<file path="src/rtl/rf_transfer_sequencer.sv">
// Register-file transfer micro-sequencer: runs MOV/LDI/INC/ADDR/CLR
// commands by driving one-hot read/write enables of an 11x12 file.
module rf_transfer_sequencer #(
  parameter int REG_COUNT = 11,
  parameter int REG_WIDTH = 12,
  parameter int R_IDX     = 0
) (
  input  logic                 clk,
  input  logic                 reset,
  input  logic                 cmd_valid,
  output logic                 cmd_ready,
  input  logic [2:0]           cmd_op,
  input  logic [3:0]           cmd_src,
  input  logic [3:0]           cmd_dst,
  input  logic [REG_WIDTH-1:0] cmd_imm,
  output logic [REG_COUNT-1:0] rf_read_en,
  output logic [REG_COUNT-1:0] rf_write_en,
  input  logic [REG_WIDTH-1:0] rf_dataout,
  output logic [REG_WIDTH-1:0] rf_datain,
  output logic                 done,
  output logic                 err,
  output logic                 carry
);

  typedef enum logic [1:0] {
    IDLE,
    RD_A,
    RD_B,
    WRITE
  } state_t;

  localparam logic [2:0] OP_MOV  = 3'd0;
  localparam logic [2:0] OP_LDI  = 3'd1;
  localparam logic [2:0] OP_INC  = 3'd2;
  localparam logic [2:0] OP_ADDR = 3'd3;
  localparam logic [2:0] OP_CLR  = 3'd4;

  localparam logic [3:0] MAX_IDX = 4'(REG_COUNT - 1);
  localparam logic [REG_COUNT-1:0] ONE = REG_COUNT'(1);

  state_t state;
  state_t state_n;

  logic [2:0]           op_q;
  logic [3:0]           src_q;
  logic [3:0]           dst_q;
  logic [REG_WIDTH-1:0] imm_q;
  logic [REG_WIDTH-1:0] a_q;
  logic [REG_WIDTH-1:0] b_q;

  logic                 accept;
  logic                 src_bad;
  logic                 dst_bad;
  logic                 bad;
  logic [REG_WIDTH-1:0] addend;
  logic [REG_WIDTH:0]   sum;
  logic [REG_WIDTH-1:0] result;

  assign cmd_ready = (state == IDLE);
  assign accept    = cmd_valid & cmd_ready;
  assign src_bad   = (cmd_src > MAX_IDX);
  assign dst_bad   = (cmd_dst > MAX_IDX);

  // Only the index fields an op actually uses can reject it
  always_comb begin
    bad = 1'b0;
    unique case (cmd_op)
      OP_MOV, OP_INC, OP_ADDR: bad = src_bad | dst_bad;
      OP_LDI, OP_CLR:          bad = dst_bad;
      default:                 bad = 1'b1;
    endcase
  end

  assign addend = (op_q == OP_ADDR) ? b_q : REG_WIDTH'(1);
  assign sum    = {1'b0, a_q} + {1'b0, addend};

  always_comb begin
    result = '0;
    unique case (op_q)
      OP_MOV:         result = a_q;
      OP_LDI:         result = imm_q;
      OP_INC, OP_ADDR: result = sum[REG_WIDTH-1:0];
      default:        result = '0;
    endcase
  end

  always_comb begin
    state_n     = state;
    rf_read_en  = '0;
    rf_write_en = '0;
    rf_datain   = '0;
    unique case (state)
      IDLE: begin
        if (accept && !bad) begin
          unique case (cmd_op)
            OP_MOV, OP_INC, OP_ADDR: state_n = RD_A;
            default:                 state_n = WRITE;
          endcase
        end
      end
      RD_A: begin
        rf_read_en = ONE << src_q;
        state_n    = (op_q == OP_ADDR) ? RD_B : WRITE;
      end
      RD_B: begin
        rf_read_en = ONE << R_IDX;
        state_n    = WRITE;
      end
      WRITE: begin
        rf_write_en = ONE << dst_q;
        rf_datain   = result;
        state_n     = IDLE;
      end
      default: state_n = IDLE;
    endcase
  end

  always_ff @(posedge clk or negedge reset) begin
    if (!reset) begin
      state <= IDLE;
      op_q  <= '0;
      src_q <= '0;
      dst_q <= '0;
      imm_q <= '0;
      a_q   <= '0;
      b_q   <= '0;
      done  <= 1'b0;
      err   <= 1'b0;
      carry <= 1'b0;
    end else begin
      state <= state_n;
      done  <= 1'b0;
      err   <= 1'b0;
      if (accept) begin
        op_q  <= cmd_op;
        src_q <= cmd_src;
        dst_q <= cmd_dst;
        imm_q <= cmd_imm;
        if (bad) begin
          done <= 1'b1;
          err  <= 1'b1;
        end
      end
      if (state == RD_A) a_q <= rf_dataout;
      if (state == RD_B) b_q <= rf_dataout;
      if (state == WRITE) begin
        done <= 1'b1;
        if (op_q == OP_INC || op_q == OP_ADDR)
          carry <= sum[REG_WIDTH];
      end
    end
  end

endmodule

</file>
<file path="config.mk">
export PLATFORM = sky130hd
export DESIGN_NAME = rf_transfer_sequencer
export DESIGN_NICKNAME = d
export VERILOG_FILES = /design/src/rtl/rf_transfer_sequencer.sv
export SDC_FILE = /design/constraint.sdc
export NUM_CORES = 1
export LEC_CHECK = 0
export ABC_AREA = 1
export BUFFER_PORTS_ARGS = -buffer_cell sky130_fd_sc_hd__buf_4
export CAP_MARGIN = 20
export CORE_UTILIZATION = 49
export DETAILED_ROUTE_END_ITERATION = 6
export GPL_TIMING_DRIVEN = 0
export PLACE_DENSITY = 0.86
export REMOVE_ABC_BUFFERS = 1
export SETUP_SLACK_MARGIN = 0.02
export SLEW_MARGIN = 40
export SYNTH_ARGS = -nofsm -noshare
export SYNTH_HDL_FRONTEND = slang
export SYNTH_SLANG_ARGS = --single-unit
</file>
<file path="constraint.sdc">
create_clock -name clk -period 2.6 [get_ports clk]
set_clock_uncertainty 0.05 [all_clocks]
set_input_delay 0.65 -clock clk [delete_from_list [all_inputs] [get_ports clk]]
set_output_delay 0.65 -clock clk [all_outputs]
set_load 0.005 [all_outputs]
</file>
==> impl_metrics.ini <==
[synth]
synth-edff-count = 0
synth_cell_type_count = 34
synth_ff_type = dfrtp_1
synth_top_area_cell = dfrtp_1
seq_area_frac_synth_pct = 39.86
syn_area_per_cell_um2 = 7.352
synth_top_area_share_pct = 39.86
syn_area_um2 = 3264
ys_seq_elements = 52
synthMostInstantiatedCell = nand2_1
synthArstFlopShare_pct = 100.0
synth_area_leaders = dfrtp_1 40%, nand2_1 13%, inv_1 8.4%
synth_common_cells = 114 x nand2_1, 73 x inv_1, 52 x dfrtp_1
postSynthCellCount = 444
yosys_warnings = 0

[power]
power.switching_mw = 2.291
p_seq_share_pct = 30.8
powerDensity_nw_per_um2 = 1071
switching_share_pct = 46.34
totalPowerFinal_mw = 4.945
p_int_mw = 2.654
clkPwrFrac_pct = 9.8
vdd_drop_max_mv = 0.6640
power_frac_comb_pct = 59.4
p_leak_nw = 2.247

[timing]
setup_viol = 11
max_freq_mhz = 306.4
rsz0062_at_grt = yes
worst_slew_pin_slew_ns = 0.6793
hold_ws_ns = 0.3104
drv_slew = 0
final-hold-violation-count = 0
finalCriticalPeriod_ns = 3.264
timing.slew.headroom_pct = 54.55
period_share_pct = 125.5
setup_ws_ns = -0.6637

[floorplan]
die_h_um = 83.62
initial_core_util_pct = 51.12
ioPinCount = 76
fp-row-count = 29
dieArea_um2 = 6992
core_area_um2 = 6386
die_w_um = 83.62

[finish]
nNetsFinal = 601
n_antenna_cell = 0
syn2layout_area_growth_pct = 41.43
n_fill_cell = 435
fin_util_pct = 72.30
instances_no_fill = 623
multi_input_area_um2 = 2034
seqCellArea_um2 = 1303
drive_gt1_share_pct = 39.74

[worst_setup_path]
r2r_start = op_q[2]
r2r-end = carry
cp_cell_sequence = inv_2 -> nand2_4 -> nor2_4 -> inv_4 -> buf_8 -> nor2_4 -> ha_4 -> nand2_2 -> inv_1 -> nand2_2 -> nand2_1 -> nand2_1 -> nand3_1 -> nand2_1 -> nand3_1 -> a21oi_2 -> buf_4
reg2reg_slack_ns = 0.52
worstSetupPathType = flip-flop to primary output
critPathMaxFanout = 5
crit_slowest_cell = dfrtp_1
arrival_ns = 2.56
worst_path_largest_cell_delay_ns = 0.41
crit_buf_inv = 5
crit_path_start = op_q[2]
ff2ff_path_depth = 15
crit_family = simple AND/OR/NAND/NOR gates
crit_top_cell = nand2_1
crit_path_start_kind = flip-flop
crit_required_ns = 1.90
cp-end-kind = primary output

[outcome]
outcome = complete, but fails checks
violations = negative setup slack

[clock_tree]
ctsHoldBuffers = 0
cts_buffers = 5
clk_latency_ns = 0.32
path_clk_slew_ns = 0.10
cts_tree = done
clockBufferDepth = 2
clock_sinks = 52
cts_root_buf = clkbuf_8
ctsHtreeMaxLevel = 2

[job]
max_cap_viol_count = 0

[routing]
drt_wl_total_um = 10710
dr.pass1.iters = 7
drtIter0Drc = 490
wl_per_cell_um = 17.19
final_antenna_net_count = 0
drc = 0
vias = 3643
via_per_inst = 5.848

[min_path]
hold_class = input pin to asynchronous set/reset pin

[global_route]
grt_max_degree = 53
grt_pass1_vias = 3547
grt-ovfl-total = 0
grt_antenna_before_repair = 0
grt_pass1_wl_um = 16220
grt_util_all_layers_pct = 28.69

[place]
port_buffers = 75
dp_slack_ns = -0.6766
gp_congestion = 0.8626
dp.cells = 585
hpwl_um = 6006
[routing by layer]
layer	up-vias	share of wire [%]	wire [um]	GRT usage (%)
met2	232	50	5364	51.15
met3	57	8.5	907	6.231
met4	0	4.2	447	13.56
li1	1623	-	-	-
met5	-	0	0	0
met1	1731	37	3988	32.50
[placed cells by master (no fill, tap or decap), types with 4 or more instances in the layout]
cell and count:
nor2_1 30, dfrtp_1 51, nor2_2 6, mux2_2 14, nand4_1 4, nand2_2 21, nor3_1 6, nand3_2 7
clkbuf_8 5, a21oi_2 8, o21ai_0 38, inv_1 62, nand2_1 91, buf_4 104, a21oi_1 12, inv_2 9
nor2_4 8, ha_4 10, nand3_1 16
[cells by family after synthesis]
| family | Yosys count | synth area share (%) |
|---|---|---|
| buffers and inverters | 85 | 10.20 |
| AO/OA/AOI/OAI | 70 | 11.61 |
| flip-flops | 52 | 39.86 |
| AND/OR/NAND/NOR | 206 | 26.75 |
| adder cells (fa/ha/maj) | 17 | 6.746 |
| multiplexers | 14 | 4.829 |
[timing repair]
| action | CTS | global route |
|---|---|---|
| setup endpoints to repair | 31 | 26 |
| gates resized for setup | 82 | 24 |
| endpoints found under the hold margin | 0 | 0 |
| pin swaps | 25 | 15 |
| gates cloned | 0 | 0 |
| setup buffers | 23 | 8 |
[how the worst max path moves through the flow]
stage | depth (start not counted) | endpoint | slack (ns)
2_1_floorplan | 15 | rf_datain[6] | -0.14
5_1_grt | 17 | rf_datain[11] | -0.77
3_5_place_dp | 16 | rf_datain[6] | -0.68
6_report | 17 | rf_datain[11] | -0.66
4_1_cts | 15 | rf_datain[8] | -0.49
3_3_place_gp | 16 | rf_datain[6] | -0.61
[sequential cells by signal, summed over array words and instances (netlist names)]
| register | count |
|---|---|
| a_q | 12 |
| b_q | 12 |
| imm_q | 12 |
| dst_q | 4 |
| src_q | 4 |
| op_q | 3 |
| state | 2 |
| carry | 1 |
| done | 1 |
| err | 1 |
[area by class of cell]
class	instances	share of cell area, %
clock buffer	5	1.491
clock inverter	2	0.3523
inverter	74	6.233
multi-input combinational	307	44.06
sequential	52	28.21
tap	77	2.087
timing repair buffer	106	17.56
[through the flow]
stage / cell area [um^2] / setup TNS [ns]
2_1_floorplan: 3209 / -0.3167
3_3_place_gp: 3869 / -6.033
3_5_place_dp: 3869 / -7.405
4_1_cts: 4464 / -4.748
5_1_grt: 4617 / -7.391
6_report: 4617 / -6.187
[power groups by stage]
| stage | Sequential [mW] | Combinational (mW) | Clock, mW |
|---|---|---|---|
| 2_1_floorplan | 1.41 | 1.37 | 0 |
| 5_1_grt | 1.56 | 3.14 | 0.520 |
| 3_5_place_dp | 1.48 | 1.97 | 0 |
| 3_3_place_gp | 1.46 | 1.88 | 0 |
| 6_report | 1.52 | 2.94 | 0.484 |
| 4_1_cts | 1.49 | 2.57 | 0.478 |
Note: power is estimated with default switching activity, not from simulation.
